<file path="src/rtl/instruction_fetch_unit_pkg.sv">
// Shared RV32I front-end definitions.
// Opcodes, NOP encoding, fetch step and IF/ID bundle.
package instruction_fetch_unit_pkg;

  localparam logic [6:0] OP_LUI    = 7'b0110111;
  localparam logic [6:0] OP_AUIPC  = 7'b0010111;
  localparam logic [6:0] OP_JAL    = 7'b1101111;
  localparam logic [6:0] OP_JALR   = 7'b1100111;
  localparam logic [6:0] OP_BRANCH = 7'b1100011;
  localparam logic [6:0] OP_LOAD   = 7'b0000011;
  localparam logic [6:0] OP_STORE  = 7'b0100011;
  localparam logic [6:0] OP_IMM    = 7'b0010011;
  localparam logic [6:0] OP_REG    = 7'b0110011;

  localparam logic [31:0] NOP_INST   = 32'h0000_0013;
  localparam logic [31:0] INST_BYTES = 32'd4;

  typedef struct packed {
    logic [31:0] pc;
    logic [31:0] inst;
  } if_id_t;

endpackage

</file>
<file path="src/rtl/fetch_fifo.sv">
// Circular FIFO used for the IF/ID buffer and PC queue.
// Ports: push/din, pop, flush, count, head (oldest entry).
module fetch_fifo
  import instruction_fetch_unit_pkg::*;
#(
  parameter int WIDTH = 64,
  parameter int DEPTH = 2,
  localparam int PW = $clog2(DEPTH),
  localparam int CW = $clog2(DEPTH + 1)
) (
  input  logic             clk,
  input  logic             reset_n,
  input  logic             push,
  input  logic [WIDTH-1:0] din,
  input  logic             pop,
  input  logic             flush,
  output logic [CW-1:0]    count,
  output logic [WIDTH-1:0] head
);

  logic [WIDTH-1:0] mem [DEPTH];
  logic [PW-1:0]    rd_ptr;
  logic [PW-1:0]    wr_ptr;

  function automatic logic [PW-1:0] nxt(
    input logic [PW-1:0] p
  );
    return (p == PW'(DEPTH - 1)) ? '0 : p + PW'(1);
  endfunction

  always_ff @(posedge clk or negedge reset_n) begin
    if (!reset_n) begin
      rd_ptr <= '0;
      wr_ptr <= '0;
      count  <= '0;
    end else if (flush) begin
      rd_ptr <= '0;
      wr_ptr <= '0;
      count  <= '0;
    end else begin
      if (push) wr_ptr <= nxt(wr_ptr);
      if (pop)  rd_ptr <= nxt(rd_ptr);
      count <= count + CW'(push) - CW'(pop);
    end
  end

  always_ff @(posedge clk) begin
    if (push && !flush) mem[wr_ptr] <= din;
  end

  assign head = mem[rd_ptr];

endmodule

</file>
<file path="src/rtl/instruction_fetch_unit.sv">
// RV32I fetch stage: PC, imem requests, IF/ID buffer.
// Ports: imem_* request/response, redirect_*, stall, if_id_*.
module instruction_fetch_unit
  import instruction_fetch_unit_pkg::*;
#(
  parameter logic [31:0] RESET_PC = 32'h0000_0000,
  parameter int          DEPTH    = 2
) (
  input  logic        clk,
  input  logic        reset_n,
  output logic        imem_req,
  output logic [31:0] imem_addr,
  input  logic        imem_ready,
  input  logic        imem_rvalid,
  input  logic [31:0] imem_rdata,
  input  logic        redirect_valid,
  input  logic [31:0] redirect_pc,
  input  logic        stall,
  output logic        if_id_valid,
  output logic [31:0] if_id_pc,
  output logic [31:0] if_id_inst
);

  localparam int CW = $clog2(DEPTH + 1);

  logic [31:0]   pc;
  logic [CW-1:0] outstanding;
  logic [CW-1:0] kill_cnt;
  logic [CW-1:0] fifo_count;
  logic [CW-1:0] pcq_count;
  logic [31:0]   pcq_head;
  logic          run;
  if_id_t        head;
  if_id_t        entry;
  logic          accept;
  logic          ret;
  logic          killing;
  logic          live;
  logic          pop;
  logic          unused;

  assign unused = ^redirect_pc[1:0];

  // Credit counts buffered words plus every in-flight
  // request, killed ones included, so the buffer never
  // overflows when a response lands.
  assign imem_req = run && !redirect_valid &&
    ((32'(fifo_count) + 32'(outstanding)) < 32'(DEPTH));
  assign imem_addr = pc;
  assign accept    = imem_req && imem_ready;

  assign ret     = imem_rvalid && (outstanding != '0);
  assign killing = ret && (kill_cnt != '0);
  assign live    = ret && (kill_cnt == '0) &&
                   (pcq_count != '0);

  assign entry = {pcq_head, imem_rdata};

  assign if_id_valid = (fifo_count != '0);
  assign if_id_pc    = if_id_valid ? head.pc : '0;
  assign if_id_inst  = if_id_valid ? head.inst : NOP_INST;
  assign pop = if_id_valid && !stall && !redirect_valid;

  always_ff @(posedge clk or negedge reset_n) begin
    if (!reset_n) begin
      pc          <= RESET_PC;
      outstanding <= '0;
      kill_cnt    <= '0;
      run         <= 1'b0;
    end else begin
      run         <= 1'b1;
      outstanding <= outstanding + CW'(accept) - CW'(ret);
      if (redirect_valid) begin
        pc       <= {redirect_pc[31:2], 2'b00};
        // Everything still in flight after this edge is stale.
        kill_cnt <= outstanding - CW'(ret);
      end else begin
        if (accept)  pc       <= pc + INST_BYTES;
        if (killing) kill_cnt <= kill_cnt - CW'(1);
      end
    end
  end

  fetch_fifo #(
    .WIDTH(64),
    .DEPTH(DEPTH)
  ) u_buf (
    .clk    (clk),
    .reset_n(reset_n),
    .push   (live && !redirect_valid),
    .din    (entry),
    .pop    (pop),
    .flush  (redirect_valid),
    .count  (fifo_count),
    .head   (head)
  );

  // PCs of live in-flight requests; killed ones are
  // dropped from it at the redirect.
  fetch_fifo #(
    .WIDTH(32),
    .DEPTH(DEPTH)
  ) u_pcq (
    .clk    (clk),
    .reset_n(reset_n),
    .push   (accept),
    .din    (pc),
    .pop    (live),
    .flush  (redirect_valid),
    .count  (pcq_count),
    .head   (pcq_head)
  );

endmodule

</file>
<file path="config.mk">
export PLATFORM = sky130hd
export DESIGN_NAME = instruction_fetch_unit
export DESIGN_NICKNAME = d
export VERILOG_FILES = /design/src/rtl/instruction_fetch_unit_pkg.sv /design/src/rtl/fetch_fifo.sv /design/src/rtl/instruction_fetch_unit.sv
export SDC_FILE = /design/constraint.sdc
export NUM_CORES = 1
export LEC_CHECK = 0
export ABC_CLOCK_PERIOD_IN_PS = 3900
export BUFFER_PORTS_ARGS = -buffer_cell sky130_fd_sc_hd__buf_2
export CORE_MARGIN = 4
export CORE_UTILIZATION = 40
export DETAILED_ROUTE_END_ITERATION = 8
export SLEW_MARGIN = 10
export SYNTH_ARGS = -nofsm -noshare
export SYNTH_HDL_FRONTEND = slang
export SYNTH_SLANG_ARGS = --single-unit
</file>
<file path="constraint.sdc">
create_clock -name clk -period 3.9 [get_ports clk]
set_clock_uncertainty 0.05 [all_clocks]
set_input_delay 0.585 -clock clk [delete_from_list [all_inputs] [get_ports clk]]
set_output_delay 0.585 -clock clk [all_outputs]
set_load 0.02 [all_outputs]
</file>
==> metrics.log, run 1 <==
[metrics] status: complete, no violations
[metrics] CTS Sinks: between 200 and 250
[metrics] Port Buffers: around 160
[metrics] buffers inserted by post-CTS timing repair: 0
[metrics] maximum frequency from static timing analysis: 338 MHz
[metrics] maxcap violations: 0
[metrics] wire length of the first global-routing pass: between 30,000 and 40,000 µm
[metrics] total power consumption of the routed design: about 5.5 mW
[metrics] most frequent standard cell in the layout excluding fill and tap cells: sky130_fd_sc_hd__edfxtp_1
[metrics] ratio of total power to cell area: 484 nW/µm²
[metrics] placed wire-length estimate: ~13,000 µm
[metrics] per-cell via count in the routed design: between 4 and 5
[metrics] cell at the root of the clock tree: sky130_fd_sc_hd__clkbuf_16
[metrics] number of antenna diodes: 0
[metrics] crit path kind: flop to flop
[metrics] Mapped Avg Cell Area: between 10 and 15 µm²
[metrics] Synth top area share: approximately 59%
[metrics] Distinct cells, synth: 46
[metrics] HP Class: primary input to async pin
[metrics] remaining global-route overflow: 0
[metrics] CTS tree: done
[metrics] Worst Max-Slew Pin Slew: between 1000 and 1500 ps
[metrics] most frequent cells in the layout: sky130_fd_sc_hd__edfxtp_1, sky130_fd_sc_hd__buf_2, sky130_fd_sc_hd__nor2_1
[metrics] min cycle time layout: slightly below 3000 ps
[metrics] number of antenna violations at the first check in global routing: 0
[metrics] Clock Latency Late Sink: slightly above 500 ps
[metrics] Resized cells post-CTS: 0
[metrics] critical path launch point type: flop
[metrics] Core Region: 22,900 µm²
[metrics] total count of hold-check failures in the final report: 0
[metrics] TritonRoute pass-1 iters: 4
[metrics] RSZ-0062 raised after global routing: false
[metrics] final setup violation count: 0
[metrics] Layout fillers: 1,994
[metrics] clock buffers created by TritonCTS: 24
[metrics] ranking of synthesized cells by area: sky130_fd_sc_hd__edfxtp_1, sky130_fd_sc_hd__dfrtp_1, sky130_fd_sc_hd__mux2i_1
[metrics] count of pins on the block boundary: about 170
[metrics] worst hold slack: roughly 200 ps
[metrics] Seq/Total Area, Yosys: between 70% and 80%
[metrics] H-tree depth reported by CTS: 1
[metrics] die width: 161 µm
[metrics] Async S/R FF share, synth: between 10% and 20%
[metrics] crit path DAT: 3050 ps
[metrics] reg-to-reg setup timing slack: approximately 940 ps
[metrics] WL/cell: between 15 and 20 µm
[metrics] final number of max-transition violations: 0
[metrics] most common flop cell mapped by yosys: sky130_fd_sc_hd__edfxtp_1
[metrics] register area: approximately 6600 µm²
[metrics] clock transition at the registers of the reported paths: approximately 60 ps
[metrics] number of hold-repair buffers added at the cts stage: 0
[metrics] endpoint kind of the worst setup timing path: flop
[metrics] cell taking the most area after synthesis: sky130_fd_sc_hd__edfxtp_1
[metrics] slew margin rel.: between 30% and 40%
[metrics] YS warnings: 0
[metrics] Final GP Congestion: a little under 0.8
[metrics] summed instance area of the synthesized netlist: 9410 µm²
[metrics] multi-input gate area in the final layout: between 2000 and 3000 µm²
[metrics] initial cell density of the core: between 40 and 50%
[metrics] height of the die: between 150 and 200 µm
[metrics] gate count of the mapped netlist: 650
[metrics] Post-DRT Antenna Nets: 0
[metrics] fraction of layout instances using a drive strength above 1: between 30% and 40%
[metrics] via count of the first global-routing pass: approximately 5.6k
[metrics] total of flip-flops plus latches after synthesis: 227
[metrics] number of flops mapped to enable cells by yosys: between 150 and 200
[metrics] DRC Markers: 0
[metrics] Final Cycle Share: roughly 76%
[metrics] critical-path maximum fanout: 30
[metrics] sum of routed wire length over all layers: between 20,000 and 25,000 µm
[metrics] WP data required: approximately 4000 ps
[metrics] peak ir drop on the vdd network: between 0.2 and 0.3 mV
[metrics] number of core rows: 55
[metrics] setup TNS: 0 ps
[metrics] via count: 5,707
[metrics] Pleak: 4.17 nW
[metrics] maximum count of clock buffers along a single path: 3
[metrics] growth of design area from synthesis to finish: 20.7%
[metrics] global router's overall resource usage: ~15%
[metrics] Starting DRT DRC Count: 300
[metrics] maximum number of pins on one net before global-route repair: 48
[metrics] DIE AREA: about 26,000 µm²
[metrics] final net count: roughly 900
[sequential cells by signal (all words and copies together), names as in the netlist]
name,cells
u_buf.mem,124
u_pcq.mem,60
imem_addr,30
kill_cnt,2
outstanding,2
u_buf.count,2
u_pcq.count,2
run,1
u_buf.rd_ptr,1
u_buf.wr_ptr,1
u_pcq.rd_ptr,1
u_pcq.wr_ptr,1
[final timing paths]
path | startpoint | endpoint | cells past startpoint
setup / recovery | outstanding[0] | u_pcq.mem[0][20] | 6
hold / removal | reset_n | run | 1
hold reg to reg | outstanding[0] | outstanding[0] | 1
setup reg to reg | outstanding[0] | u_pcq.mem[0][20] | 6
max in group asynchronous | reset_n | u_buf.rd_ptr | 1
min in group clk | imem_rdata[0] | u_buf.mem[0][0] | 1
[worst max-delay path, stage by stage (launching register included)]
cell                       delay (ps)
sky130_fd_sc_hd__dfrtp_1          400
sky130_fd_sc_hd__and2_1           180
sky130_fd_sc_hd__fa_1             490
sky130_fd_sc_hd__nor4bb_2         660
sky130_fd_sc_hd__nand2_1          250
sky130_fd_sc_hd__nor2_2           120
sky130_fd_sc_hd__buf_4            410
[area by class of cell]
type                    instances  share of cell area (%)
clock buffers                  27                    5.58
clock inverters                17                   0.992
inverters                      16                   0.529
multi-input cells             374                    23.0
flip-flops and latches        227                    58.2
well taps                     313                    3.45
repair buffers                174                    8.29
[metrics by stage]
step	utilization, %	cells	worst slack (ps)	area (µm²)
after detailed placement	46.3	1104	934	10600
after global placement	46.3	1104	967	10600
after CTS	49.5	1148	901	11400
after global routing	49.5	1148	672	11400
final	49.5	1148	945	11400
after floorplan	-	653	464	9420
[synthesized netlist by cell type (2+ instances only)]
master                     count
sky130_fd_sc_hd__edfxtp_1    184
sky130_fd_sc_hd__nor2_1       88
sky130_fd_sc_hd__mux2i_1      64
sky130_fd_sc_hd__dfrtp_1      43
sky130_fd_sc_hd__nand2_1      35
sky130_fd_sc_hd__mux2_2       30
sky130_fd_sc_hd__clkbuf_1     20
sky130_fd_sc_hd__o21ai_0      18
sky130_fd_sc_hd__a31oi_1      16
sky130_fd_sc_hd__inv_1        16
sky130_fd_sc_hd__xnor2_1      15
sky130_fd_sc_hd__or4_1        14
sky130_fd_sc_hd__nand4_1      12
sky130_fd_sc_hd__o31ai_1      12
sky130_fd_sc_hd__ha_1          9
sky130_fd_sc_hd__nand3_1       9
sky130_fd_sc_hd__xor2_1        7
sky130_fd_sc_hd__nor4_1        6
sky130_fd_sc_hd__buf_1         5
sky130_fd_sc_hd__buf_4         5
sky130_fd_sc_hd__or3_1         5
sky130_fd_sc_hd__nor3_1        4
sky130_fd_sc_hd__buf_2         3
sky130_fd_sc_hd__and3_1        2
sky130_fd_sc_hd__and4_1        2
sky130_fd_sc_hd__conb_1        2
sky130_fd_sc_hd__nand4_2       2
sky130_fd_sc_hd__nor2b_1       2
sky130_fd_sc_hd__nor4b_1       2
sky130_fd_sc_hd__o211ai_1      2
[report_power, final]
part | leakage [nW] | internal, mW | switching (mW)
registers | 2.17 | 2.73 | 0.113
logic | 1.63 | 0.210 | 0.301
clock network | 0.368 | 1.23 | 0.900
total | 4.17 | 4.17 | 1.31
[cell families after synthesis]
group / synth area share, %
other cells: 0.0798
mux: 10.4
xor+xnor: 2.05
flops: 70.2
buf+inv: 2.47
compound gates: 3.58
simple gates: 9.83
fa+ha+maj: 1.41
[layer usage]
| layer | global-route usage, % | wire, µm | vias up |
|---|---|---|---|
| met3 | 2.86 | 1140 | 19 |
| met5 | 0 | 0 | - |
| li1 | - | - | 2761 |
| met4 | 3.57 | 294 | 0 |
| met1 | 20.8 | 9120 | 2752 |
| met2 | 25.5 | 9730 | 175 |
Power figures use the tool's default switching activity.
==> run 2, diff against run 1 <==
--- a/config.mk
+++ b/config.mk
@@ -5,7 +5,7 @@
 export SDC_FILE = /design/constraint.sdc
 export NUM_CORES = 1
 export LEC_CHECK = 0
-export ABC_CLOCK_PERIOD_IN_PS = 3900
+export ABC_CLOCK_PERIOD_IN_PS = 2400
 export BUFFER_PORTS_ARGS = -buffer_cell sky130_fd_sc_hd__buf_2
 export CORE_MARGIN = 4
 export CORE_UTILIZATION = 40
==> constraint.sdc (replaced) <==
create_clock -name clk -period 2.4 [get_ports clk]
set_clock_uncertainty 0.05 [all_clocks]
set_input_delay 0.36 -clock clk [delete_from_list [all_inputs] [get_ports clk]]
set_output_delay 0.36 -clock clk [all_outputs]
set_load 0.02 [all_outputs]
==> metrics.log, run 2 (synthesis gave the netlist of run 1 again) <==
[metrics] number of gates on the worst path with buffers counted: 10 (was 6)
[metrics] min cycle time layout: 2530 ps (was 2960 ps)
[metrics] worst hold slack: 28.7 ps (was 197 ps)
[metrics] crit path DAT: 2880 ps (was 3050 ps)
[metrics] combinational share of power: 13.2% (was 9.3%)
[metrics] TritonRoute pass-1 iters: 4 (unchanged)
[metrics] number of antenna diodes: 0 (unchanged)
[metrics] Clock Latency Late Sink: 500 ps (was 510 ps)
[metrics] Final Cycle Share: 106% (was 75.8%)
[metrics] die width: 161 µm (unchanged)
[metrics] library cell appearing most often on the critical path: sky130_fd_sc_hd__ha_1
[metrics] Final GP Congestion: 0.807 (was 0.787)
[metrics] remaining global-route overflow: 0 (unchanged)
[metrics] DIE AREA: 26,000 µm² (unchanged)
[metrics] Worst path slowest cell: sky130_fd_sc_hd__fa_2 (was sky130_fd_sc_hd__nor4bb_2)
[metrics] Clk network pwr share: 39.3% (was 38.8%)
[metrics] final number of max-transition violations: 0 (unchanged)
[metrics] final setup violation count: 57 (was 0)
[metrics] minimum setup slack after placement: -165 ps (was 934 ps)
[metrics] via count of the first global-routing pass: 6,498 (was 5,626)
[metrics] reg2reg path depth: 10 (was 6)
[metrics] most frequent cells in the layout: sky130_fd_sc_hd__edfxtp_1, sky130_fd_sc_hd__buf_2, sky130_fd_sc_hd__nor2_1 (unchanged)
[metrics] violated checks: negative setup slack
[metrics] maximum number of pins on one net before global-route repair: 63 (was 48)
[metrics] WP data required: 2740 ps (was 3990 ps)
[metrics] maximum frequency from static timing analysis: 395 MHz (was 338 MHz)
[metrics] number of antenna violations at the first check in global routing: 0 (unchanged)
[metrics] maximum count of clock buffers along a single path: 3 (unchanged)
[metrics] per-cell via count in the routed design: 5.05 (was 4.97)
[metrics] hold-critical path depth: 3
[metrics] total power consumption of the routed design: 9.61 mW (was 5.49 mW)
[metrics] peak ir drop on the vdd network: 0.408 mV (was 0.252 mV)
[metrics] multi-input gate area in the final layout: 2810 µm² (was 2610 µm²)
[metrics] sum of routed wire length over all layers: 23,300 µm (was 20,300 µm)
[metrics] global router's overall resource usage: 17.2% (was 15.2%)
[metrics] register area: 6610 µm² (unchanged)
[metrics] status: complete, but fails checks (was complete, no violations)
[metrics] RSZ-0062 raised after global routing: true (was false)
[metrics] Worst Max-Slew Pin Slew: 552 ps (was 1020 ps)
[metrics] crit path kind: flop to flop (unchanged)
[metrics] net switching fraction of the power: 23.6% (was 23.9%)
[metrics] design area: 12,500 µm² (was 11,400 µm²)
[metrics] WL/cell: 18.9 µm (was 17.7 µm)
[metrics] number of flip-flops in the largest register: 124 (unchanged)
[metrics] Pleak: 4.74 nW (was 4.17 nW)
[metrics] number of cells after detailed placement: 1,142 (was 1,104)
[metrics] Starting DRT DRC Count: 384 (was 300)
[metrics] maxcap violations: 0 (unchanged)
[metrics] clock transition at the registers of the reported paths: 60 ps (about the same)
[metrics] wire length of the first global-routing pass: 35,600 µm (was 31,700 µm)
[metrics] HP Class: primary input to flop (was primary input to async pin)
[metrics] ratio of total power to cell area: 766 nW/µm² (was 484 nW/µm²)
[metrics] via count: 6,245 (was 5,707)
[metrics] Slowest Stage Delay on Critical Path: 470 ps (was 660 ps)
[metrics] height of the die: 161 µm (unchanged)
[metrics] count of pins on the block boundary: 168 (unchanged)
[metrics] cell type group with the largest total delay on the critical path: adder cells (was simple AND/OR/NAND/NOR gates)
[metrics] least setup slack across all paths after layout: -134 ps (was 945 ps)
[metrics] Port Buffers: 161 (unchanged)
[metrics] number of core rows: 55 (unchanged)
[metrics] growth of design area from synthesis to finish: 33.4% (was 20.7%)
[metrics] critical-path maximum fanout: 3 (was 30)
[metrics] Core Region: 22,900 µm² (unchanged)
[metrics] final net count: 986 (was 897)
[metrics] CTS tree: done (unchanged)
[metrics] share of power burned in registers: 47.4% (was 51.8%)
[metrics] Psw: 2.27 mW (was 1.31 mW)
[metrics] most flop-heavy register: u_buf.mem (unchanged)
[metrics] fraction of layout instances using a drive strength above 1: 35.7% (was 30.2%)
[metrics] most frequent standard cell in the layout excluding fill and tap cells: sky130_fd_sc_hd__edfxtp_1 (unchanged)
[metrics] Post-DRT Antenna Nets: 0 (unchanged)
[metrics] cell at the root of the clock tree: sky130_fd_sc_hd__clkbuf_16 (unchanged)
[metrics] H-tree depth reported by CTS: 1 (unchanged)
[metrics] DRC Markers: 0 (unchanged)
[metrics] endpoint kind of the worst setup timing path: flop (unchanged)
[metrics] buffers and inverters on the worst path: 2 (was 1)
[metrics] internal power summed over all cells: 7.35 mW (was 4.17 mW)
[metrics] total count of hold-check failures in the final report: 0 (unchanged)
[metrics] critical path launch point type: flop (unchanged)
[metrics] initial cell density of the core: 41.0% (unchanged)
[metrics] clock buffers created by TritonCTS: 24 (unchanged)
[metrics] fin cells: 1,237 (was 1,148)
[metrics] CTS Sinks: 227 (unchanged)
[metrics] dpl cell area: 11,000 µm² (was 10,600 µm²)
[metrics] slew margin rel.: 62.9% (was 32.3%)
[metrics] placed wire-length estimate: 14,300 µm (was 13,100 µm)
[metrics] Layout fillers: 1,882 (was 1,994)
[metrics] critical path, cell by cell: and2_4 > fa_2 > nor4bb_4 > buf_4 > nand2_4 > ha_1 > inv_1 > ha_1 > xnor2_2 > xnor2_1 (was and2_1 > fa_1 > nor4bb_2 > nand2_1 > nor2_2 > buf_4)
[run 2: cell types whose count changed in the layout (fill, tap and decap cells not counted), moves of 4 or more]
cell	before	now
sky130_fd_sc_hd__dlygate4sd3_1	0	35
sky130_fd_sc_hd__buf_6	0	5
sky130_fd_sc_hd__buf_4	10	49
sky130_fd_sc_hd__buf_12	3	7
sky130_fd_sc_hd__nor4_1	6	2
[run 2: worst paths after layout]
| check | start | end | slack, ps |
|---|---|---|---|
| max | outstanding[0] | outstanding[1] | -130 |
| min | redirect_pc[12] | imem_addr[12] | 30 |
| max reg2reg | outstanding[0] | outstanding[1] | -130 |
| min reg2reg | u_pcq.mem[0][12] | u_buf.mem[1][44] | 510 |
| max in group asynchronous | reset_n | u_buf.rd_ptr | 1490 |
| min in group asynchronous | reset_n | u_buf.count[1] | 180 |
[run 2: power by group through the flow]
stage	Combinational, mW	Clock [mW]	Sequential (mW)
after global placement	1.03	0	4.62
after global routing	1.39	4.04	4.57
after CTS	1.24	3.88	4.55
after detailed placement	1.06	0	4.64
final	1.27	3.78	4.56
after floorplan	0.522	0	4.70
[run 2: timing repair]
| action | CTS | global route |
|---|---|---|
| gates cloned | 5 | 2 |
| endpoints found under the hold margin | 87 | 0 |
| pin swaps | 5 | 10 |
| setup endpoints to repair | 94 | 91 |
| setup buffers | 11 | 1 |
| gates resized for setup | 20 | 17 |
| hold buffers | 35 | 0 |
[run 2: metal layers]
layer	vias to the layer above	track usage (%)	routed length (µm)
li1	2946	-	-
met1	3081	22.5	10200
met2	190	29.9	11600
met3	28	2.76	1170
met4	0	4.58	344
met5	-	0	0
[run 2: cell type report]
type                       instances  share of cell area, %
sequential                       227                   52.6
multi-input combinational        375                   22.4
timing repair buffer             262                   14.8
clock buffer                      28                   5.08
tap                              313                   3.12
clock inverter                    16                   1.45
inverter                          16                  0.479
[run 2: worst min-delay path, delay by kind of cell]
| family | cells | cell delay (ps) |
|---|---|---|
| buffers and inverters | 1 | 80 |
| AO/OA/AOI/OAI | 1 | 60 |
| AND/OR/NAND/NOR | 1 | 50 |
[run 2: per-stage QoR]
step / util, % / setup TNS, ps
2_1_floorplan: - / -6800
3_3_place_gp: 47.9 / -1800
3_5_place_dp: 47.9 / -5300
4_1_cts: 54.2 / -3730
5_1_grt: 54.8 / -7790
6_report: 54.8 / -4130
==> run 3, diff against run 2 <==
--- a/config.mk
+++ b/config.mk
@@ -5,11 +5,13 @@
 export SDC_FILE = /design/constraint.sdc
 export NUM_CORES = 1
 export LEC_CHECK = 0
-export ABC_CLOCK_PERIOD_IN_PS = 2400
 export BUFFER_PORTS_ARGS = -buffer_cell sky130_fd_sc_hd__buf_2
+export CELL_PAD_IN_SITES_DETAIL_PLACEMENT = 1
+export CELL_PAD_IN_SITES_GLOBAL_PLACEMENT = 2
 export CORE_MARGIN = 4
-export CORE_UTILIZATION = 40
+export CORE_UTILIZATION = 35
 export DETAILED_ROUTE_END_ITERATION = 8
+export PLACE_DENSITY_LB_ADDON = 0.1
 export SLEW_MARGIN = 10
 export SYNTH_ARGS = -nofsm -noshare
 export SYNTH_HDL_FRONTEND = slang
==> metrics.log, run 3 (synthesis gave the netlist of run 1 again) <==
[metrics] Layout fillers: 2,662 (was 1,882)
[metrics] CTS tree: done (unchanged)
[metrics] Starting DRT DRC Count: 229 (was 384)
[metrics] TritonRoute pass-1 iters: 4 (unchanged)
[metrics] critical-path maximum fanout: 7 (was 3)
[metrics] clock transition at the registers of the reported paths: 60 ps (about the same)
[metrics] fraction of the core area covered by cells at the end of the flow: 47.8% (was 54.8%)
[metrics] die width: 172 µm (was 161 µm)
[metrics] cell type group with the largest total delay on the critical path: simple AND/OR/NAND/NOR gates (was adder cells)
[metrics] status: complete, but fails checks (unchanged)
[metrics] min cycle time layout: 2490 ps (was 2530 ps)
[metrics] sum of routed wire length over all layers: 25,400 µm (was 23,300 µm)
[metrics] peak ir drop on the vdd network: 0.410 mV (was 0.408 mV)
[metrics] maximum count of clock buffers along a single path: 3 (unchanged)
[metrics] initial cell density of the core: 35.8% (was 41.0%)
[metrics] Core Region: 26,300 µm² (was 22,900 µm²)
[metrics] most frequent standard cell in the layout excluding fill and tap cells: sky130_fd_sc_hd__edfxtp_1 (unchanged)
[metrics] crit path kind: flop to flop (unchanged)
[metrics] Clock Latency Late Sink: 520 ps (was 500 ps)
[metrics] Pleak: 4.70 nW (was 4.74 nW)
[metrics] most frequent cells in the layout: sky130_fd_sc_hd__edfxtp_1, sky130_fd_sc_hd__buf_2, sky130_fd_sc_hd__nor2_1 (unchanged)
[metrics] HP Class: primary input to flop (unchanged)
[metrics] total count of hold-check failures in the final report: 0 (unchanged)
[metrics] growth of design area from synthesis to finish: 33.5% (was 33.4%)
[metrics] wire length of the first global-routing pass: 38,500 µm (was 35,600 µm)
[metrics] CTS Sinks: 227 (unchanged)
[metrics] RSZ-0062 raised after global routing: true (unchanged)
[metrics] WP data required: 2780 ps (was 2740 ps)
[metrics] global router's overall resource usage: 16.7% (was 17.2%)
[metrics] number of antenna diodes: 0 (unchanged)
[metrics] count of pins on the block boundary: 168 (unchanged)
[metrics] DIE AREA: 29,600 µm² (was 26,000 µm²)
[metrics] number of antenna violations at the first check in global routing: 0 (unchanged)
[metrics] critical path, cell by cell: and2_4 > fa_2 > nand4bb_4 > or3_4 > or4_4 > a31oi_1 (was and2_4 > fa_2 > nor4bb_4 > buf_4 > nand2_4 > ha_1 > inv_1 > ha_1 > xnor2_2 > xnor2_1)
[metrics] ratio of total power to cell area: 739 nW/µm² (was 766 nW/µm²)
[metrics] final net count: 995 (was 986)
[metrics] maximum frequency from static timing analysis: 402 MHz (was 395 MHz)
[metrics] maximum number of pins on one net before global-route repair: 63 (unchanged)
[metrics] most flop-heavy register: u_buf.mem (unchanged)
[metrics] WL/cell: 20.0 µm (was 18.9 µm)
[metrics] number of core rows: 59 (was 55)
[metrics] Final Cycle Share: 104% (was 106%)
[metrics] per-cell via count in the routed design: 4.95 (was 5.05)
[metrics] placed wire-length estimate: 16,700 µm (was 14,300 µm)
[metrics] height of the die: 172 µm (was 161 µm)
[metrics] clock buffers created by TritonCTS: 25 (was 24)
[metrics] fraction of layout instances using a drive strength above 1: 35.3% (was 35.7%)
[metrics] minimum setup slack after placement: -187 ps (was -165 ps)
[metrics] critical path launch point type: flop (unchanged)
[metrics] buffers and inverters on the worst path: 0 (was 2)
[metrics] cell at the root of the clock tree: sky130_fd_sc_hd__clkbuf_16 (unchanged)
[metrics] final number of max-transition violations: 0 (unchanged)
[metrics] Post-DRT Antenna Nets: 0 (unchanged)
[metrics] H-tree depth reported by CTS: 1 (unchanged)
[metrics] Slowest Stage Delay on Critical Path: 490 ps (was 470 ps)
[metrics] Port Buffers: 161 (unchanged)
[metrics] slew margin rel.: 62.0% (was 62.9%)
[metrics] endpoint kind of the worst setup timing path: flop (unchanged)
[metrics] Final GP Congestion: 0.753 (was 0.807)
[metrics] via count of the first global-routing pass: 6,808 (was 6,498)
[metrics] Worst Max-Slew Pin Slew: 565 ps (was 552 ps)
[metrics] DRC Markers: 0 (unchanged)
[metrics] remaining global-route overflow: 0 (unchanged)
[metrics] Worst path slowest cell: sky130_fd_sc_hd__or4_4 (was sky130_fd_sc_hd__fa_2)
[metrics] crit path DAT: 2860 ps (was 2880 ps)
[metrics] maxcap violations: 0 (unchanged)
[metrics] final setup violation count: 39 (was 57)
[metrics] via count: 6,275 (was 6,245)
[metrics] violated checks: negative setup slack (unchanged)
[metrics] least setup slack across all paths after layout: -88.3 ps (was -134 ps)
[metrics] number of flip-flops in the largest register: 124 (unchanged)
==> run 3: what timing repair did <==
action	in CTS	in global routing
setup buffers	9	8
resized for setup	25	12
hold buffers	37	0
hold endpoints to repair	83	0
pin swaps	13	15
cloned	0	2
setup endpoints to repair	126	103
==> run 3: final timing paths <==
| path | depth (start not counted) | startpoint | slack, ps | end |
|---|---|---|---|---|
| setup reg to reg | 6 | u_buf.count[0] | -90 | imem_addr[26] |
| max in group asynchronous | 3 | reset_n | 1380 | imem_addr[22] |
| hold reg to reg | 1 | u_pcq.mem[1][27] | 510 | u_buf.mem[0][59] |
| setup / recovery | 6 | u_buf.count[0] | -90 | imem_addr[26] |
| min in group asynchronous | 2 | reset_n | 270 | imem_addr[3] |
| hold / removal | 3 | redirect_pc[6] | 20 | imem_addr[6] |
==> run 3: worst register-to-register path, stage by stage, from the launching register on <==
cell,delay (ps)
sky130_fd_sc_hd__dfrtp_1,390
sky130_fd_sc_hd__and2_4,150
sky130_fd_sc_hd__fa_2,470
sky130_fd_sc_hd__nand4bb_4,240
sky130_fd_sc_hd__or3_4,420
sky130_fd_sc_hd__or4_4,500
sky130_fd_sc_hd__a31oi_1,180
==> run 3: where the power goes <==
group / leakage, nW / internal [mW] / switching (mW)
clock: 0.357 / 1.98 / 1.46
sequential: 2.17 / 4.44 / 0.115
combinational: 2.17 / 0.583 / 0.703
==> run 3: layout make-up <==
type | instances | area (µm²) | share of cell area, %
Tap cell | 335 | 419 | 3.34
Clock buffer | 36 | 687 | 5.47
Inverter | 16 | 60.1 | 0.478
Multi-Input combinational cell | 374 | 2790 | 22.2
Sequential cell | 227 | 6610 | 52.6
Timing Repair Buffer | 271 | 1960 | 15.6
Clock inverter | 9 | 42.5 | 0.339
==> run 3: layer usage <==
layer	track usage, %	vias to the layer above	part of all wire [%]
li1	-	2945	-
met2	29.5	135	50
met5	0	-	0
met4	3.83	0	1.6
met1	21.7	3165	44
met3	2.42	30	4.0
==> run 3: through the flow <==
step	hold WS, ps	setup TNS [ps]	area [µm²]	power [mW]	std cells
3_3_place_gp	265	-1120	11100	5.70	1171
2_1_floorplan	14.4	-6800	9480	5.22	653
4_1_cts	3.33	-4200	12400	9.37	1261
5_1_grt	10.4	-5630	12600	9.70	1268
3_5_place_dp	278	-5160	11100	5.75	1171
6_report	20.2	-919	12600	9.28	1268
